**config.mk**
```make
export PLATFORM = sky130hd
export DESIGN_NAME = vai_tx_addr_translator
export DESIGN_NICKNAME = d
export VERILOG_FILES = /design/src/rtl/vai_pkg.sv /design/src/rtl/vai_tx_addr_translator_lane.sv /design/src/rtl/vai_tx_addr_translator.sv
export SDC_FILE = /design/constraint.sdc
export NUM_CORES = 1
export LEC_CHECK = 0
export CORE_AREA = 2 2 772 774
export DETAILED_ROUTE_END_ITERATION = 10
export DIE_AREA = 0 0 774 776
export SLEW_MARGIN = 0
export SYNTH_ARGS = -nofsm -noshare
export SYNTH_HDL_FRONTEND = slang
export SYNTH_HIERARCHICAL = 1
export SYNTH_SLANG_ARGS = --single-unit
```
**constraint.sdc**
```tcl
create_clock -name Clk -period 10.1 [get_ports Clk]
set_clock_uncertainty 0.2 [all_clocks]
set_input_delay 2.525 -clock Clk [delete_from_list [all_inputs] [get_ports Clk]]
set_output_delay 2.525 -clock Clk [all_outputs]
set_load 0.005 [all_outputs]
```
**src/rtl/vai_pkg.sv**
```systemverilog
// Shared VAI definitions: CCI-P Tx request structs, sub-AFU id (vmid) placement
// in mdata, and the default per-sub-AFU address window.
package vai_pkg;

    localparam int VAI_NUM_SUB_AFUS = 8;
    localparam int VAI_VMID_WIDTH   = 3;
    localparam int VAI_VMID_MSB     = 15;
    localparam int VAI_VMID_LSB     = 16 - VAI_VMID_WIDTH;
    localparam int VAI_WINDOW_LOG2  = 26;

    typedef logic [41:0]                 t_ccip_clAddr;
    typedef logic [15:0]                 t_ccip_mdata;
    typedef logic [511:0]                t_ccip_clData;
    typedef logic [VAI_VMID_WIDTH-1:0]   t_vmid;

    typedef enum logic [3:0] {
        eREQ_RDLINE_I = 4'h0,
        eREQ_RDLINE_S = 4'h1
    } t_ccip_c0_req;

    typedef enum logic [3:0] {
        eREQ_WRLINE_I = 4'h0,
        eREQ_WRLINE_M = 4'h1,
        eREQ_WRPUSH_I = 4'h2,
        eREQ_WRFENCE  = 4'h4,
        eREQ_INTR     = 4'h6
    } t_ccip_c1_req;

    typedef struct packed {
        logic [1:0]   vc_sel;
        logic [1:0]   rsvd1;
        logic [1:0]   cl_len;
        t_ccip_c0_req req_type;
        logic [5:0]   rsvd0;
        t_ccip_clAddr address;
        t_ccip_mdata  mdata;
    } t_ccip_c0_ReqMemHdr;

    typedef struct packed {
        logic [5:0]   rsvd2;
        logic [1:0]   vc_sel;
        logic         sop;
        logic         rsvd1;
        logic [1:0]   cl_len;
        t_ccip_c1_req req_type;
        logic [5:0]   rsvd0;
        t_ccip_clAddr address;
        t_ccip_mdata  mdata;
    } t_ccip_c1_ReqMemHdr;

    typedef struct packed {
        t_ccip_c0_ReqMemHdr hdr;
        logic               valid;
    } t_if_ccip_c0_Tx;

    typedef struct packed {
        t_ccip_c1_ReqMemHdr hdr;
        t_ccip_clData       data;
        logic               valid;
    } t_if_ccip_c1_Tx;

    function automatic t_vmid vmid_of(t_ccip_mdata m);
        return m[VAI_VMID_MSB:VAI_VMID_LSB];
    endfunction

endpackage

```
**src/rtl/vai_tx_addr_translator_lane.sv**
```systemverilog
// One Tx channel of the translator: T1 capture + window/reset check, T2 offset
// add and suppress. HAS_SOP enables the per-burst drop latch (c1 only).
module vai_xlate_lane #(
    parameter int PAYLOAD_W    = 64,
    parameter int NUM_SUB_AFUS = 8,
    parameter int VMID_WIDTH   = 3,
    parameter int WINDOW_LOG2  = 26,
    parameter bit HAS_SOP      = 1'b0
) (
    input  logic                              clk,
    input  logic                              rst_n,
    input  logic                              valid_i,
    input  logic [PAYLOAD_W-1:0]              payload_i,
    input  logic [41:0]                       addr_i,
    input  logic [VMID_WIDTH-1:0]             vmid_i,
    input  logic                              sop_i,
    input  logic                              fence_i,
    input  logic [NUM_SUB_AFUS-1:0][41:0]     offset_i,
    input  logic [NUM_SUB_AFUS-1:0]           in_reset_i,
    output logic                              valid_o,
    output logic [PAYLOAD_W-1:0]              payload_o,
    output logic [41:0]                       addr_o,
    output logic                              drop_rst_o,
    output logic                              drop_oow_o,
    output logic [VMID_WIDTH-1:0]             vmid_o
);

    logic                  v1_q, hi1_q, first1_q, fence1_q;
    logic [PAYLOAD_W-1:0]  pl1_q;
    logic [41:0]           addr1_q;
    logic [VMID_WIDTH-1:0] vmid1_q;
    logic                  lat_rst_q, lat_oow_q;
    logic                  v2_q;
    logic [PAYLOAD_W-1:0]  pl2_q;
    logic [41:0]           addr2_q;

    logic        id_ok, rst_hit, new_oow, drop_rst, drop_oow;
    logic [41:0] off, addr_d;

    always_ff @(posedge clk or negedge rst_n) begin
        if (!rst_n) begin
            v1_q     <= 1'b0;
            pl1_q    <= '0;
            addr1_q  <= '0;
            vmid1_q  <= '0;
            hi1_q    <= 1'b0;
            first1_q <= 1'b0;
            fence1_q <= 1'b0;
        end else begin
            v1_q     <= valid_i;
            pl1_q    <= payload_i;
            addr1_q  <= addr_i;
            vmid1_q  <= vmid_i;
            hi1_q    <= |addr_i[41:WINDOW_LOG2];
            // Fences never join a burst, so they always take a fresh decision.
            first1_q <= !HAS_SOP || sop_i || fence_i;
            fence1_q <= fence_i;
        end
    end

    always_comb begin
        id_ok    = (32'(vmid1_q) < NUM_SUB_AFUS);
        rst_hit  = id_ok && in_reset_i[vmid1_q];
        new_oow  = !rst_hit && (!id_ok || hi1_q) && !fence1_q;
        drop_rst = first1_q ? rst_hit : lat_rst_q;
        drop_oow = first1_q ? new_oow : lat_oow_q;
        off      = id_ok ? offset_i[vmid1_q] : '0;
        addr_d   = fence1_q ? addr1_q : addr1_q + off;
    end

    assign drop_rst_o = v1_q && drop_rst;
    assign drop_oow_o = v1_q && drop_oow;
    assign vmid_o     = vmid1_q;

    always_ff @(posedge clk or negedge rst_n) begin
        if (!rst_n) begin
            lat_rst_q <= 1'b0;
            lat_oow_q <= 1'b0;
        end else if (v1_q && first1_q && !fence1_q) begin
            lat_rst_q <= rst_hit;
            lat_oow_q <= new_oow;
        end
    end

    always_ff @(posedge clk or negedge rst_n) begin
        if (!rst_n) begin
            v2_q    <= 1'b0;
            pl2_q   <= '0;
            addr2_q <= '0;
        end else begin
            v2_q    <= v1_q && !drop_rst && !drop_oow;
            pl2_q   <= pl1_q;
            addr2_q <= addr_d;
        end
    end

    assign valid_o   = v2_q;
    assign payload_o = pl2_q;
    assign addr_o    = addr2_q;

endmodule

```
**src/rtl/vai_tx_addr_translator.sv**
```systemverilog
// Per-sub-AFU Tx address translation and guard between the nested mux and vai_mgr.
// Two lanes (c0, c1) plus the shared violation flags and saturating drop counter.
module vai_tx_addr_translator
    import vai_pkg::*;
#(
    parameter int NUM_SUB_AFUS = VAI_NUM_SUB_AFUS,
    parameter int VMID_WIDTH   = VAI_VMID_WIDTH,
    parameter int WINDOW_LOG2  = VAI_WINDOW_LOG2,
    parameter int CNT_WIDTH    = 32
) (
    input  logic                           Clk,
    input  logic                           Resetb,
    input  t_if_ccip_c0_Tx                 in_c0,
    input  t_if_ccip_c1_Tx                 in_c1,
    input  logic [NUM_SUB_AFUS-1:0][63:0]  offset_array,
    input  logic [63:0]                    sub_afu_reset,
    output t_if_ccip_c0_Tx                 out_c0,
    output t_if_ccip_c1_Tx                 out_c1,
    output logic [NUM_SUB_AFUS-1:0]        violation_vec,
    output logic [CNT_WIDTH-1:0]           drop_count
);

    localparam int C0_W = $bits(t_if_ccip_c0_Tx);
    localparam int C1_W = $bits(t_if_ccip_c1_Tx);

    logic [NUM_SUB_AFUS-1:0][41:0] cl_off;
    logic [21:0]                   unused_off_hi;
    logic                          unused_rst_hi;

    always_comb begin
        unused_off_hi = '0;
        for (int i = 0; i < NUM_SUB_AFUS; i++) begin
            cl_off[i]     = offset_array[i][41:0];
            unused_off_hi = unused_off_hi ^ offset_array[i][63:42];
        end
    end
    assign unused_rst_hi = ^sub_afu_reset[63:NUM_SUB_AFUS];

    logic [C0_W-1:0]       c0_pl;
    logic [C1_W-1:0]       c1_pl;
    logic [41:0]           c0_addr, c1_addr;
    logic                  c0_v, c1_v;
    logic                  c0_drst, c0_doow, c1_drst, c1_doow;
    logic [VMID_WIDTH-1:0] c0_vmid, c1_vmid;

    vai_xlate_lane #(
        .PAYLOAD_W(C0_W), .NUM_SUB_AFUS(NUM_SUB_AFUS), .VMID_WIDTH(VMID_WIDTH),
        .WINDOW_LOG2(WINDOW_LOG2), .HAS_SOP(1'b0)
    ) u_lane_c0 (
        .clk        (Clk),
        .rst_n      (Resetb),
        .valid_i    (in_c0.valid),
        .payload_i  (in_c0),
        .addr_i     (in_c0.hdr.address),
        .vmid_i     (in_c0.hdr.mdata[15 -: VMID_WIDTH]),
        .sop_i      (1'b0),
        .fence_i    (1'b0),
        .offset_i   (cl_off),
        .in_reset_i (sub_afu_reset[NUM_SUB_AFUS-1:0]),
        .valid_o    (c0_v),
        .payload_o  (c0_pl),
        .addr_o     (c0_addr),
        .drop_rst_o (c0_drst),
        .drop_oow_o (c0_doow),
        .vmid_o     (c0_vmid)
    );

    vai_xlate_lane #(
        .PAYLOAD_W(C1_W), .NUM_SUB_AFUS(NUM_SUB_AFUS), .VMID_WIDTH(VMID_WIDTH),
        .WINDOW_LOG2(WINDOW_LOG2), .HAS_SOP(1'b1)
    ) u_lane_c1 (
        .clk        (Clk),
        .rst_n      (Resetb),
        .valid_i    (in_c1.valid),
        .payload_i  (in_c1),
        .addr_i     (in_c1.hdr.address),
        .vmid_i     (in_c1.hdr.mdata[15 -: VMID_WIDTH]),
        .sop_i      (in_c1.hdr.sop),
        .fence_i    (in_c1.hdr.req_type == eREQ_WRFENCE),
        .offset_i   (cl_off),
        .in_reset_i (sub_afu_reset[NUM_SUB_AFUS-1:0]),
        .valid_o    (c1_v),
        .payload_o  (c1_pl),
        .addr_o     (c1_addr),
        .drop_rst_o (c1_drst),
        .drop_oow_o (c1_doow),
        .vmid_o     (c1_vmid)
    );

    always_comb begin
        out_c0             = t_if_ccip_c0_Tx'(c0_pl);
        out_c0.hdr.address = c0_addr;
        out_c0.valid       = c0_v;
        out_c1             = t_if_ccip_c1_Tx'(c1_pl);
        out_c1.hdr.address = c1_addr;
        out_c1.valid       = c1_v;
    end

    logic [NUM_SUB_AFUS-1:0] viol_d, viol_q;
    logic [CNT_WIDTH-1:0]    cnt_d, cnt_q;
    logic [1:0]              inc;
    logic [CNT_WIDTH:0]      sum;

    // Sub-AFU reset wins over a violation raised in the same cycle.
    always_comb begin
        viol_d = viol_q;
        for (int i = 0; i < NUM_SUB_AFUS; i++) begin
            if ((c0_doow && 32'(c0_vmid) == i) || (c1_doow && 32'(c1_vmid) == i))
                viol_d[i] = 1'b1;
            if (sub_afu_reset[i])
                viol_d[i] = 1'b0;
        end
        inc   = {1'b0, c0_drst | c0_doow} + {1'b0, c1_drst | c1_doow};
        sum   = {1'b0, cnt_q} + (CNT_WIDTH + 1)'(inc);
        cnt_d = sum[CNT_WIDTH] ? '1 : sum[CNT_WIDTH-1:0];
    end

    always_ff @(posedge Clk or negedge Resetb) begin
        if (!Resetb) begin
            viol_q <= '0;
            cnt_q  <= '0;
        end else begin
            viol_q <= viol_d;
            cnt_q  <= cnt_d;
        end
    end

    assign violation_vec = viol_q;
    assign drop_count    = cnt_q;

endmodule
```
# --- After elaboration in Yosys (flattened, before gate mapping) ---
# Index checks and enable logic that the tools add are counted.
# Widths: inputs -> output; s select.
op_classes:
  div_mod_pow: 0
  shifts: 0
  n_mux: 30
  n_reduce_logical: 58
  addsub: 4
  n_eq_ne: 15
  multipliers: 0
  order_cmp: 2
  bitwise: 2
ops:
  columns: ["op", "n"]
  rows:
  - ["$bmux 42 s3", 2]
  - ["$mux 42", 3]
  - ["$add 42x42->42", 2]
  - ["$add 32x2->33", 1]
  - ["$mux 32", 1]
  - ["$reduce_or 16->1", 2]
  - ["$logic_and 1x1->1", 30]
  - ["$eq 3x3->1 const B", 8]
  - ["$mux 1", 22]
  - ["$reduce_bool 2->1", 8]
  - ["$eq 3x2->1 const B", 4]
  - ["$logic_or 1x1->1", 9]
  - ["$lt 3x4->1 const B", 2]
  - ["$logic_not 1->1", 7]
  - ["$bmux 1 s3", 2]
  - ["$eq 3x1->1 const B", 2]
  - ["$logic_not 3->1", 2]
  - ["$eq 4x3->1 const B", 1]
  - ["$add 1x1->2", 1]
  - ["$or 1x1->1", 2]
totals:
  n_memories: 0
  rom_bits: 0
  reg_bits: 1563
  latchBits: 0
  out_inout_bits: 708
  input_bits: 1246
  ram_bits: 0
  elab_cells: 143

# --- Longest topological paths before layout ---
# Gate-level depths: netlist of run 1.
depth:
  ltp_word: 11
  depth_mapped: 17
  mapped_depth_nobuf: 14

# --- By module ---
# Netlist of run 1, hierarchy kept.
modules_own_cells:
  columns: ["module", "n_inst", "cells_per_inst", "area_per_inst_um2"]
  rows:
  - ["vai_xlate_lane (u_lane_c1)", 1, 1886, 37409.6]
  - ["vai_xlate_lane (u_lane_c0)", 1, 846, 11457.2]
  - ["vai_tx_addr_translator", 1, 228, 2203.4]

# --- Worst setup path before layout of run 1 ---
# Ideal clock, no wire load.
synth_path:
  path_kind: "input -> register"
  from: "input offset_array[450] in the netlist's numbering"
  to: "register u_lane_c1.addr2_q[41], in the netlist u_lane_c1/addr_o[41]"
  setup_time_ps: 121
  arrival_ps: 5514
  slack_ps: 4265
  cell_stages: 12
  required_ps: 9779
  cell_sequence: "mux4_2 mux2_2 ha_1 o211ai_1 o211a_1 nor4_4 o21ai_2 or4_4 a31oi_4 o21ai_2 a211o_1 xor2_1"
synth_between:
  elab_chain_len: 4
synth_lines:
  columns: ["item", "line", "text"]
  rows:
  - ["from (decl)", "vai_tx_addr_translator.sv:15", "input logic [NUM_SUB_AFUS-1:0][63:0] offset_array,"]
  - ["$bmux 42 s3", "vai_tx_addr_translator_lane.sv:67", "off = id_ok ? offset_i[vmid1_q] : '0;"]
  - ["$mux 42 (implied by the code)", "vai_tx_addr_translator_lane.sv:67", null]
  - ["$add 42x42->42", "vai_tx_addr_translator_lane.sv:68", "addr_d = fence1_q ? addr1_q : addr1_q + off;"]
  - ["$mux 42", "vai_tx_addr_translator_lane.sv:68", null]
  - ["net u_lane_c1.addr_d[41]", "vai_tx_addr_translator_lane.sv:38", "logic [41:0] off, addr_d;"]
  - ["to (signal assigned)", "vai_tx_addr_translator_lane.sv:93", "addr2_q <= addr_d;"]
  - ["to (decl)", "vai_tx_addr_translator_lane.sv:35", "logic [41:0] addr2_q;"]
# The timed path passes the listed nets, and every way through them passes these cells. The select of a mux whose other input is x is not followed.
# A chain may end at the register's enable or synchronous reset.

# --- Worst setup path after layout of run 1 ---
layout_path:
  from: "input offset_array[448] in the netlist's numbering"
  to: "register u_lane_c0.addr2_q[36], in the netlist u_lane_c0/addr_o[36]"
layout_between:
  elab_chain_len: 3
layout_lines:
  columns: ["item", "line"]
  rows:
  - ["$bmux 42 s3", "vai_tx_addr_translator_lane.sv:67"]
  - ["$mux 42 (implied by the code)", "vai_tx_addr_translator_lane.sv:67"]
  - ["$add 42x42->42", "vai_tx_addr_translator_lane.sv:68"]
  - ["net u_lane_c0.addr_d[36]", "vai_tx_addr_translator_lane.sv:38"]
  - ["to (signal assigned)", "vai_tx_addr_translator_lane.sv:93"]
  - ["to (decl)", "vai_tx_addr_translator_lane.sv:35"]
# The timed path passes the listed nets, and every way through them passes these cells. The select of a mux whose other input is x is not followed.

==> summary.txt, run 1 <==
STA
  – Worst-Margin Slew: 1090 ps
  – Sum Neg Setup Slack: 0 ps
  – Max Slew Vio Count: 0
  – Fmax: 140 MHz
  – Tmin final: a little over 7000 ps
  – Final setup violation count: 0
  – RSZ-0062 raised after global routing: false
  – Hold Violations, Final: 0
  – Final period util: around 71%
  – Relative slew slack: 26.0%

CTS
  – Resized Gates After CTS: 0
  – Insertion delay to the later sink of the worst-skew pair: 920 ps
  – Hold-fix buffers at CTS: 0
  – CTS tree: built
  – Sink Count: around 1.4k
  – Maximum clock path buffer count: 4
  – Worst-path clk slew: 80 ps
  – Root buffer cell: clkbuf_16
  – Num CTS Buffers: 179
  – # H-tree levels: 4
  – Setup bufs post-CTS: 0

Die
  – Chip height: 776 um
  – Die area: 601,000 um2
  – Initial Util: just under 8%
  – Std-Cell Rows: between 200 and 300
  – Die Wd: 774 um
  – # IOs: 1,954
  – Placeable core region: 592,000 um2

Worst setup path
  – Worst-path maximum fanout: 4
  – Critical Path End Type: flop
  – Critical path type: in -> reg
  – Startpoint Class: input pin
  – CP Data Required Time: 10,610 ps
  – Arrival time at the worst endpoint: 7670 ps

Yosys
  – Syn Area/Cell: approximately 17 um2
  – Synthesized instance count: between 2k and 3k
  – Synthesized cell area: 46,800 um2
  – Synth warnings: 6
  – Post-Syn Nets: 4,120

GRT
  – First-pass GRT wire length: a little over 500 mm
  – Vias in the first global route: approximately 35k
  – Antenna violations before repair: 380
  – Largest net degree at the start of global routing: about 170
  – All-Layer GR Usage: between 10% and 20%
  – Total congestion overflow: 0

Cells and area
  – Final Util: 13.5%
  – Area Growth Syn to Fin: 71.5%
  – Layout fillers: 66.1k
  – Layout cell share with drive strength beyond 1: between 10% and 20%
  – Layout Nets: 5,967
  – Register area: 34,900 um2
  – Multi-input gate area: approximately 11,000 um2

Place
  – PortBufs: approximately 1.7k
  – Hpwl dp: 389 mm
  – GPL Wtd Cong: 0.923

Status
  – Status: completed

Route
  – Post-route ant nets: 0
  – Wire per inst: ~34 um
  – Via Count: between 30k and 40k
  – Drt pass-1 iters: 5
  – Vias/cell: approximately 2.6
  – # DRC: 0
  – Final wirelength: roughly 440 mm
  – Detailed router's first-iteration violation count: between 2k and 2.5k

Power and ir drop
  – Leak: 30.4 nW
  – Maximum vdd drop: 152 uV
  – PwrDens: a little under 200 nW/um2

Worst hold path
  – Hold WC Path Type: reg -> reg

Run
  – Max_cap viols: 0
==> path summary, 6_finish.rpt <==
path | from | to | slack [ps] | cells after the start
max | offset_array[448] | u_lane_c0/addr_o[36]$_DFF_PN0_ | 2950 | 14
min | u_lane_c1/pl1_q[200]$_DFF_PN0_ | u_lane_c1/payload_o[200]$_DFF_PN0_ | 50 | 0
max reg2reg | u_lane_c1/vmid_o[0]$_DFF_PN0_ | u_lane_c1/addr_o[40]$_DFF_PN0_ | 3610 | 13
min reg2reg | u_lane_c1/pl1_q[200]$_DFF_PN0_ | u_lane_c1/payload_o[200]$_DFF_PN0_ | 50 | 0
max in group asynchronous | Resetb | violation_vec[7]$_DFFE_PN0P_ | 6380 | 3
min in group asynchronous | Resetb | u_lane_c1/pl1_q[106]$_DFF_PN0_ | 1330 | 1
==> metrics by stage <==
| step | hold WS (ps) | area (um2) | instances | setup slack (ps) | power, mW |
|---|---|---|---|---|---|
| 5_1_grt | 61.7 | 80100 | 12643 | 2630 | 16.7 |
| 6_report | 48.0 | 80200 | 12693 | 2950 | 15.9 |
| 3_3_place_gp | 131 | 73900 | 12291 | 1740 | 9.31 |
| 3_5_place_dp | 135 | 73900 | 12291 | 1790 | 9.31 |
| 2_1_floorplan | 131 | 46800 | 2788 | 4270 | 6.92 |
| 4_1_cts | 57.0 | 80000 | 12611 | 2810 | 16.4 |
==> critical path, cell delays in order <==
cell and delay (ps):
clkdlybuf4s50_1 420, mux4_2 640, mux2_2 340, ha_1 360, fa_1 510, a211oi_1 390
o2111a_1 470, nor2_2 110, a21oi_1 560, o31a_1 370, o31a_1 330, o21ai_0 160
xnor2_1 130, o21ai_0 290
==> final cells by class <==
class,instances,area share [%]
sequential,1392,43.5
clock buffer,234,6.18
antenna,82,0.256
clock inverter,86,1.45
multi-input combinational,1254,14.2
timing repair buffer,1766,22.0
tap,7837,12.2
inverter,42,0.197
==> layer usage <==
layer / track usage [%] / wire length, um / share of wire [%] / vias up
met5: 0 / 732 / 0.17 / -
met2: 22.2 / 191000 / 44 / 2146
met1: 14.9 / 158000 / 36 / 16856
met3: 10.0 / 68500 / 16 / 796
li1: - / - / - / 13712
met4: 4.30 / 17700 / 4.1 / 112
==> state kept, by name, indices dropped and copies added (netlist names), 3 cells and up <==
name and count:
u_lane_c1/vmid_o 3, u_lane_c1/addr_o 42, violation_vec 8, u_lane_c0/payload_o 32
u_lane_c1/payload_o 550, drop_count 32, u_lane_c0/addr_o 42, u_lane_c1/addr1_q 42
u_lane_c1/pl1_q 550, u_lane_c0/pl1_q 32, u_lane_c0/addr1_q 42, u_lane_c0/vmid_o 3
==> report_power, final <==
part	switching (mW)	total [mW]	internal [mW]
sequential	0.166	6.12	5.95
combinational	1.79	2.95	1.16
clock	2.83	6.83	4.00
total	4.79	15.9	11.1
==> placed cells by master (no fill, tap or decap), types with 42 or more instances in the layout <==
cell,n
nor2_1,82
xnor2_1,48
clkbuf_16,181
clkdlybuf4s50_1,1718
a21oi_1,95
dfrtp_1,1384
diode_2,82
nand2_1,166
mux4_2,172
ha_1,83
o21ai_0,128
mux2_2,91
inv_1,42
Power figures use the tool's default switching activity.
==> run 2, diff against run 1 <==
--- a/config.mk
+++ b/config.mk
@@ -5,9 +5,9 @@
 export SDC_FILE = /design/constraint.sdc
 export NUM_CORES = 1
 export LEC_CHECK = 0
-export CORE_AREA = 2 2 772 774
+export CORE_AREA = 2 2 752 754
 export DETAILED_ROUTE_END_ITERATION = 10
-export DIE_AREA = 0 0 774 776
+export DIE_AREA = 0 0 754 756
 export SLEW_MARGIN = 0
 export SYNTH_ARGS = -nofsm -noshare
 export SYNTH_HDL_FRONTEND = slang
==> constraint.sdc (replaced) <==
create_clock -name Clk -period 6.2 [get_ports Clk]
set_clock_uncertainty 0.2 [all_clocks]
set_input_delay 1.55 -clock Clk [delete_from_list [all_inputs] [get_ports Clk]]
set_output_delay 1.55 -clock Clk [all_outputs]
set_load 0.005 [all_outputs]
==> run 2 against run 1 <==
Net effect: total power up 65%; critical endpoint is now u_lane_c1/addr_o[38]$_DFF_PN0_; first-iteration DRC count up 1.2%; clock power up 73%; highest routed layer unchanged.
==> summary.txt, run 2 (synthesis gave the netlist of run 1 again) <==
Power and ir drop
  – Leak: 31.1 nW (+2.4%)
  – Clock Power Share: 45.2% (+2.2 points)
  – PwrDens: 324 nW/um2 (+63%)
  – Sequential power share: 38.1% (-0.4 points)
  – Sw Pwr: 7.56 mW (+58%)
  – Maximum vdd drop: 223 uV (+47%)
  – Comb power frac: 16.7% (-1.9 points)
  – Total power draw: 26.2 mW (+65%)
  – Switching Fraction: 28.8% (-1.3 points)
  – Internal: 18.7 mW (+68%)

CTS
  – Sink Count: 1,392 (unchanged)
  – Root buffer cell: clkbuf_16
  – Num CTS Buffers: 187 (+4.5%)
  – Setup bufs post-CTS: 0 (unchanged)
  – # H-tree levels: 4 (unchanged)
  – Maximum clock path buffer count: 4 (unchanged)
  – Hold-fix buffers at CTS: 0 (unchanged)
  – Resized Gates After CTS: 0 (unchanged)
  – Worst-path clk slew: 70 ps (about the same)
  – Insertion delay to the later sink of the worst-skew pair: 910 ps (about the same)
  – CTS tree: built

Worst setup path
  – Worst path cell trace: clkdlybuf4s50_1 > mux4_2 > buf_12 > mux2_2 > ha_1 > fa_1 > a211oi_1 > buf_4 > o21ai_0 > a21oi_1 > buf_4 > nor3b_1 > buf_12 > o221ai_1 > buf_4 > a31oi_1 > o2111ai_1 > a21oi_1 > o31ai_1
  – Critical path's most frequent cell: buf_4
  – Max incr delay on CP: 600 ps (-40 ps)
  – Reg2reg start: u_lane_c0/vmid_o[0]$_DFF_PN0_
  – WP buf/inv: 6 (+5)
  – Worst reg2reg path depth: 14 (+1)
  – Crit-path slowest cell: mux4_2
  – Delay-heaviest family, CP: compound AO/OA/AOI/OAI gates
  – Startpoint Class: input pin
  – CP Data Required Time: 6740 ps (-3870 ps)
  – Worst-path maximum fanout: 3 (-1)
  – Arrival time at the worst endpoint: 6060 ps (-1610 ps)
  – Reg2Reg Capture Point: u_lane_c0/addr_o[37]$_DFF_PN0_
  – R2R setup slack: 880 ps (-2730 ps)
  – Critical path type: in -> reg
  – Critical Path End Type: flop

STA
  – Max Slew Vio Count: 0 (unchanged)
  – Hold Violations, Final: 0 (unchanged)
  – Relative slew slack: 26.6% (+0.66 points)
  – RSZ-0062 raised after global routing: false
  – Worst-Margin Slew: 1100 ps (+8.23 ps)
  – Final period util: 89.1%
  – Hold WS: 63.5 ps (+15.4 ps)
  – Fmax: 181 MHz
  – Tmin final: 5520 ps
  – Final setup violation count: 0 (unchanged)

GRT
  – Vias in the first global route: 34.8k (+0.56%)
  – Total congestion overflow: 0 (unchanged)
  – M1 GR Usage: 15.3% (+0.41 points)
  – Largest net degree at the start of global routing: 144 (-14%)
  – Antenna violations before repair: 368 (-3.2%)
  – First-pass GRT wire length: 495 mm (-3.5%)
  – Met2 usage: 22.9% (+0.77 points)
  – All-Layer GR Usage: 14.2% (+0.071 points)
  – GR Layer Usage met3: 8.30% (-1.7 points)
  – Most Crowded Layer GR: met2

Worst hold path
  – Hold-critical path endpoint: u_lane_c1/payload_o[344]$_DFF_PN0_
  – WHS Path Cells: 0 (unchanged)
  – Hold WC Path Type: reg -> reg
  – Hold_sp: u_lane_c1/pl1_q[344]$_DFF_PN0_

Route
  – Detailed router's first-iteration violation count: 2,063 (+1.2%)
  – # DRC: 0 (unchanged)
  – Post-route ant nets: 0 (unchanged)
  – Wire per inst: 33.4 um (-2.9%)
  – Via Count: 33.8k (+0.43%)
  – Drt pass-1 iters: 6 (+1)
  – Vias/cell: 2.72 (+2.5%)
  – Final wirelength: 415 mm (-4.9%)

Place
  – PortBufs: 1,721 (unchanged)
  – Hpwl dp: 368 mm (-5.6%)
  – GPL Wtd Cong: 0.910 (-1.4%)

Die
  – Chip height: 756 um (-2.6%)
  – Std-Cell Rows: 276 (-2.5%)
  – Placeable core region: 563,000 um2 (-5.0%)
  – Initial Util: 8.31% (+0.42 points)
  – # IOs: 1,954 (unchanged)
  – Die area: 570,000 um2 (-5.1%)
  – Die Wd: 754 um (-2.6%)

Cells and area
  – Commonest non-fill, non-tap cell in the layout: clkdlybuf4s50_1
  – Final Util: 14.4% (+0.87 points)
  – Layout Nets: 6,051 (+1.4%)
  – Layout cell share with drive strength beyond 1: 15.6% (+2.1 points)
  – Most frequent cells in the layout: 1,717 x clkdlybuf4s50_1, 1,384 x dfrtp_1, 188 x clkbuf_16
  – Area Growth Syn to Fin: 73.2%

Run
  – Max_cap viols: 0 (unchanged)

Status
  – Status: completed
[run 2: cell types whose count changed in the layout (fill, tap and decap cells not counted), sizes merged]
| cell | delta |
|---|---|
| clkinv | +18 |
| clkinvlp | +1 |
| clkbuf | -7 |
| bufinv | +4 |
| diode | -25 |
| buf | +77 |
| clkdlybuf4s50 | -1 |
| inv | +5 |
[run 2: final cells by class]
class                           count  area, um2
Fill cell                       62286     482000
Sequential cell                  1392      34900
Timing Repair Buffer             1842      18400
Multi-Input combinational cell   1254      11400
Tap cell                         7506       9390
Clock buffer                      227       5120
Clock inverter                    114       1560
Inverter                           42        158
Antenna cell                       57        143
[run 2: power by group through the flow]
stage,Combinational (mW),Sequential (mW),Clock (mW)
2_1_floorplan,1.20,10.1,0
5_1_grt,4.74,10.1,12.7
4_1_cts,4.56,10.0,12.4
6_report,4.39,10.0,11.8
3_3_place_gp,4.55,10.2,0
3_5_place_dp,4.53,10.2,0
[run 2: worst max-delay path by stage]
stage | startpoint | to | slack [ps] | cells past startpoint
4_1_cts | offset_array[384] | u_lane_c1/addr_o[38]$_DFF_PN0_ | 690 | 19
2_1_floorplan | u_lane_c1/vmid_o[0]$_DFF_PN0_ | u_lane_c1/addr_o[41]$_DFF_PN0_ | 1260 | 15
3_5_place_dp | offset_array[384] | u_lane_c1/addr_o[38]$_DFF_PN0_ | -220 | 19
6_report | offset_array[384] | u_lane_c1/addr_o[38]$_DFF_PN0_ | 680 | 19
3_3_place_gp | offset_array[384] | u_lane_c0/addr_o[38]$_DFF_PN0_ | -260 | 18
5_1_grt | offset_array[384] | u_lane_c1/addr_o[38]$_DFF_PN0_ | 440 | 19
[run 2: metrics by stage]
stage	instances	area, um2	setup TNS (ps)	setup WS, ps
4_1_cts	12377	80900	0	686
6_report	12434	81000	0	676
2_1_floorplan	2788	46800	0	1260
3_3_place_gp	12036	74200	-1680	-258
3_5_place_dp	12036	74200	-1130	-220
5_1_grt	12395	80900	0	443
[run 2: metal layers]
layer	vias to the layer above	share of wire (%)
li1	13860	-
met1	16939	37
met2	1981	46
met3	872	13
met4	114	4.3
met5	-	0.17
[run 2: worst reg2reg max path: stages (launching register included)]
cell and delay, ps:
dfrtp_4 700, buf_12 400, mux4_2 680, mux2_2 370, ha_1 410, o211ai_1 160
o211a_1 320, nor4_4 300, o21ai_2 170, or4_4 580, a31oi_2 340, nor2_1 90
xor2_1 140, o21ai_0 260, buf_4 160
